<file path="src/rtl/wb_stage.sv">
// Writeback stage: retires ALU/PC+4 results and loads into the register file as one-cycle write pulses.
// Optional macro WB_BYPASS_EN adds a same-cycle forward of load data (fwd_valid).
module wb_stage #(
   parameter int TIMEOUT = 255
) (
   input  logic        clk,
   input  logic        rst_n,
   input  logic        ex_valid,
   output logic        ex_ready,
   input  logic [4:0]  ex_rd,
   input  logic [1:0]  ex_wb_sel,
   input  logic [31:0] ex_result,
   input  logic [31:0] ex_pc4,
   input  logic [2:0]  ex_funct3,
   input  logic        mem_rvalid,
   input  logic [31:0] mem_rdata,
   output logic        reg_write,
   output logic [4:0]  rd,
   output logic [31:0] rd_write_data,
   output logic        wb_err,
`ifdef WB_BYPASS_EN
   output logic        fwd_valid,
`endif
   output logic        dbg_state
);

   // Handshake: an instruction is accepted on a rising edge where ex_valid && ex_ready;
   // ex_ready is high exactly while the FSM is IDLE, and ex_valid is ignored otherwise.
   typedef enum logic {IDLE = 1'b0, WAIT_MEM = 1'b1} state_t;

   localparam logic [7:0] TMO_LAST = 8'(TIMEOUT - 1);

   state_t      state;
   logic [4:0]  ld_rd;
   logic [2:0]  ld_f3;
   logic [1:0]  ld_addr;
   logic [7:0]  tmo_cnt;
   logic [4:0]  rd_q;
   logic [31:0] data_q;
   logic [7:0]  lane_b;
   logic [15:0] lane_h;
   logic [31:0] ld_data;
   logic        ld_bad;

   always_comb begin
      lane_b = mem_rdata[7:0];
      case (ld_addr)
         2'd1:    lane_b = mem_rdata[15:8];
         2'd2:    lane_b = mem_rdata[23:16];
         2'd3:    lane_b = mem_rdata[31:24];
         default: lane_b = mem_rdata[7:0];
      endcase
      lane_h = ld_addr[1] ? mem_rdata[31:16] : mem_rdata[15:0];
      case (ld_f3)
         3'b000:  ld_data = {{24{lane_b[7]}}, lane_b};
         3'b001:  ld_data = {{16{lane_h[15]}}, lane_h};
         3'b100:  ld_data = {24'd0, lane_b};
         3'b101:  ld_data = {16'd0, lane_h};
         default: ld_data = mem_rdata;
      endcase
   end

   // Misaligned addresses and unsupported funct3 codes are rejected at accept time.
   always_comb begin
      case (ex_funct3)
         3'b000, 3'b100: ld_bad = 1'b0;
         3'b001, 3'b101: ld_bad = ex_result[0];
         3'b010:         ld_bad = |ex_result[1:0];
         default:        ld_bad = 1'b1;
      endcase
   end

   always_ff @(posedge clk or negedge rst_n) begin
      if (!rst_n) begin
         state     <= IDLE;
         ld_rd     <= '0;
         ld_f3     <= '0;
         ld_addr   <= '0;
         tmo_cnt   <= '0;
         rd_q      <= '0;
         data_q    <= '0;
         reg_write <= 1'b0;
         wb_err    <= 1'b0;
      end else begin
         reg_write <= 1'b0;
         case (state)
            IDLE: begin
               if (mem_rvalid) wb_err <= 1'b1;
               if (ex_valid) begin
                  case (ex_wb_sel)
                     2'd1, 2'd3: begin
                        if (ex_rd != 5'd0) begin
                           reg_write <= 1'b1;
                           rd_q      <= ex_rd;
                           data_q    <= (ex_wb_sel == 2'd1) ? ex_result : ex_pc4;
                        end
                     end
                     2'd2: begin
                        if (ld_bad) begin
                           wb_err <= 1'b1;
                        end else begin
                           ld_rd   <= ex_rd;
                           ld_f3   <= ex_funct3;
                           ld_addr <= ex_result[1:0];
                           tmo_cnt <= '0;
                           state   <= WAIT_MEM;
                        end
                     end
                     default: ;
                  endcase
               end
            end
            WAIT_MEM: begin
               // A response on the final counted cycle beats the timeout.
               if (mem_rvalid) begin
                  if (ld_rd != 5'd0) begin
                     reg_write <= 1'b1;
                     rd_q      <= ld_rd;
                     data_q    <= ld_data;
                  end
                  state <= IDLE;
               end else if (tmo_cnt == TMO_LAST) begin
                  wb_err <= 1'b1;
                  state  <= IDLE;
               end else begin
                  tmo_cnt <= tmo_cnt + 8'd1;
               end
            end
            default: state <= IDLE;
         endcase
      end
   end

   assign ex_ready  = (state == IDLE);
   assign dbg_state = logic'(state);

`ifdef WB_BYPASS_EN
   assign fwd_valid     = (state == WAIT_MEM) && mem_rvalid && (ld_rd != 5'd0);
   assign rd            = fwd_valid ? ld_rd : rd_q;
   assign rd_write_data = fwd_valid ? ld_data : data_q;
`else
   assign rd            = rd_q;
   assign rd_write_data = data_q;
`endif

endmodule

</file>
<file path="config.mk">
export PLATFORM = sky130hd
export DESIGN_NAME = wb_stage
export DESIGN_NICKNAME = d
export VERILOG_FILES = /design/src/rtl/wb_stage.sv
export SDC_FILE = /design/constraint.sdc
export NUM_CORES = 1
export LEC_CHECK = 0
export ABC_AREA = 0
export CAP_MARGIN = 0
export CORE_UTILIZATION = 44
export CTS_CLUSTER_SIZE = 14
export DETAILED_ROUTE_END_ITERATION = 16
export PLACE_DENSITY = 0.81
export SYNTH_ARGS = -nofsm -noshare
export SYNTH_HDL_FRONTEND = slang
export SYNTH_SLANG_ARGS = --single-unit
</file>
<file path="constraint.sdc">
create_clock -name clk -period 2.4 [get_ports clk]
set_input_delay 0.36 -clock clk [delete_from_list [all_inputs] [get_ports clk]]
set_output_delay 0.36 -clock clk [all_outputs]
set_load 0.005 [all_outputs]
</file>
==> summary.md <==
| Metric | Value |
|---|---|
| Status | `finished clean` |
| Post CTS Setup Buffer Count | `0` |
| Post-route cell area | `~5700 um2` |
| Vias per cell | `6.06` |
| Power Density | `656 nW/um2` |
| Starting Density | `46.1%` |
| Post-route DRC | `0` |
| Worst setup startpoint | `dbg_state` |
| Compound-Gate Fraction of Synth Area | `26.7%` |
| Register area | `1450 um2` |
| Setup Total Neg Slack | `0 ns` |
| Clk buf depth | `2` |
| DP Area | `5500 um2` |
| Die footprint | `just over 9000 um2` |
| Post-synthesis sequential area ratio | `37.8%` |
| Leakage power | `2.30 nW` |
| RSZ-0062 raised after global routing | `false` |
| Least-Margin Pin Slew | `0.562 ns` |
| Filler cells | `667` |
| Dpl cells | `636` |
| HPWL after detailed placement | `9.56 mm` |
| Largest area contributor in the netlist | `dfrtp_1` |
| Async SR Flop Fraction | `100%` |
| Drt first pass iters | `5` |
| Maxcap violations | `0` |
| CP startpoint kind | `register` |
| Drt first-iter violations | `240` |
| Clock Pin Slew Worst Setup and Hold Paths | `around 0.07 ns` |
| Synth top area share | `37.8%` |
| Routed WL per cell | `19.1 um` |
| Die height | `95.5 um` |
| Area contributors post-synth | `dfrtp_1 38%, mux2i_1 9.1%, mux2_2 5.6%` |
| Crit path largest cell delay | `between 0.5 and 0.6 ns` |
| Distinct cell type count after synthesis | `56` |
| Final non-filler cell total | `around 650` |
| Site Rows | `33` |
| Final Critical Period | `2.11 ns` |
| Critical Path RT | `around 2.0 ns` |
| Finish-stage setup viols | `0` |
| Global placement routability congestion | `0.874` |
| Multi-input logic area | `2190 um2` |
| Area share of and/or/nand/nor cells after synthesis | `13.4%` |
| Avg Cell Area, Syn | `around 9.7 um2` |
| Cts bufs inserted | `9` |
| Synthesized-area fraction occupied by adder cells | `0.651%` |
| Final Max Tran Viols | `0` |
| CP arrival | `1.75 ns` |
| IO Port Bufs | `150` |
| First-pass GRT wire length | `slightly below 20 mm` |
| P&R area growth vs syn | `48.0%` |
| Total clock sinks | `58` |
| Critical path type | `register to output port` |
| Yosys warning total | `0` |
| GRT Resource Usage Total | `approximately 28%` |
| Multiplexer area fraction after synthesis | `15.3%` |
| Hold slack | `0.0123 ns` |
| Worst skew pair latency | `0.34 ns` |
| Largest net degree at the start of global routing | `59` |
| Crit-path cells | `inv_1 -> clkdlybuf4s50_1` |
| Mapped cell area | `3840 um2` |
| DRT Wirelength | `12.4 mm` |
| Share of cells above drive strength 1 | `12.6%` |
| Xor/xnor share of the synthesized area | `less than 1%` |
| Worst VDD drop | `308 uV` |
| Syn nets | `between 500 and 600` |
| Vias in the first global route | `around 3700` |
| Top FF cell, synth | `dfrtp_1` |
| Post-route ant nets | `0` |
| Launch point of the worst reg-to-reg path | `ld_f3[0]` |
| Overflow after GRT | `0` |
| Hold Crit Class | `input port to async pin` |
| Most frequent cells in the layout | `149 x clkdlybuf4s50_1, 58 x dfrtp_1, 35 x mux2i_1` |
| Vias | `slightly below 4000` |
| Ant. Diodes | `0` |
| Die W | `95.5 um` |
| Number of synthesized flops with an enable pin | `0` |
| Critical path's slowest cell | `clkdlybuf4s50_1` |
| Antenna violations before repair | `0` |
| CTS resizes | `0` |
| Cells after Synth | `between 300 and 400` |
| Fin crit share | `87.9%` |
| Root Buffer | `clkbuf_8` |
| Crit end category | `output port` |
| Yosys reg bits | `58` |
| Fin nets | `~650` |
| Htree depth | `3` |
| Clock skew | `0.0119 ns` |
| Placeable Area | `8340 um2` |
| CTS tree | `built` |
| Most common cell after layout, fill and taps aside | `clkdlybuf4s50_1` |
| Worst rel slew slack | `62.5%` |
| Crit Path Max Fanout | `10` |
| Upper clock frequency limit | `474 MHz` |
| Main combinational cell family by area after synthesis | `compound AO/OA/AOI/OAI gates` |
| Hold-fix buffers, CTS | `0` |
| Final hold viol count | `0` |
| # IOs | `151` |
power by group:
| part | total, mW | switching (mW) | internal (mW) |
|---|---|---|---|
| sequential | 1.39 | 0.191 | 1.20 |
| combinational | 1.44 | 0.614 | 0.826 |
| clock | 0.907 | 0.402 | 0.504 |
routing by layer:
metal  track usage (%)  up-vias  routed length [um]
met5                 0        -                   0
met4              8.71        0                 223
met3              4.55       23                1160
met2              47.1      214                5970
met1              36.2     1899                5080
li1                  -     1814                   -
final timing paths:
| check | to | slack (ns) | depth (start not counted) |
|---|---|---|---|
| worst max-delay path | ex_ready | 0.29 | 2 |
| worst min-delay path | rd_write_data[11] | 0.01 | 2 |
| worst max register to register | rd_write_data[3] | 0.32 | 4 |
| worst min register to register | rd[0] | 0.50 | 2 |
| max in group asynchronous | rd_write_data[6] | 2.11 | 2 |
| min in group clk | rd[0] | 0.50 | 2 |
worst max-delay path, delay by kind of cell, from the launching register on:
family                 cells  cell delay [ns]
DFF                        1             0.53
buffers and inverters      2             0.88
area by class of cell:
class                      instances  share of cell area (%)
inverter                           6                   0.396
multi-input combinational        297                    38.5
timing repair buffer             170                    29.8
tap                              105                    2.31
sequential                        58                    25.5
clock buffer                      11                    2.48
clock inverter                     5                   0.945
sequential cells by signal, indices dropped and copies added (netlist names):
name           cells
dbg_state          1
ld_addr            2
ld_f3              3
reg_write          1
rd                 5
ld_rd              5
tmo_cnt            8
wb_err             1
rd_write_data     32
metrics by stage:
stage / utilization (%) / total power, mW / setup WS [ns]
4_1_cts: 68.2 / 3.74 / 0.293
5_1_grt: 68.2 / 3.93 / 0.223
3_5_place_dp: 65.9 / 2.84 / 0.103
6_report: 68.2 / 3.73 / 0.290
2_1_floorplan: - / 2.09 / 0.660
3_3_place_gp: 65.9 / 2.78 / 0.155
synthesized netlist by cell type, types with 4 or more instances:
cell type and instances:
inv_1 5, o31ai_1 7, dfrtp_1 58, xnor2_1 4
a211oi_1 5, nand3_1 14, and3_1 6, and2_1 5
nand2_1 32, a22o_1 21, buf_2 11, a31oi_1 4
and3b_1 5, o32ai_1 6, buf_4 6, mux2i_1 35
o21ai_0 29, nor2_1 13, nor2b_1 4, o22a_1 5
o211ai_1 23, mux2_2 19, clkbuf_1 13, a221oi_1 7
a21oi_1 19
cells by family after synthesis:
kind of cell,after synthesis
buffers and inverters,41
DFF,58
muxes,55
adders and majority gates,2
and+or+nand+nor,95
AOI/OAI and AO/OA,141
xor gates and xnor gates,4
Power figures use the tool's default switching activity.
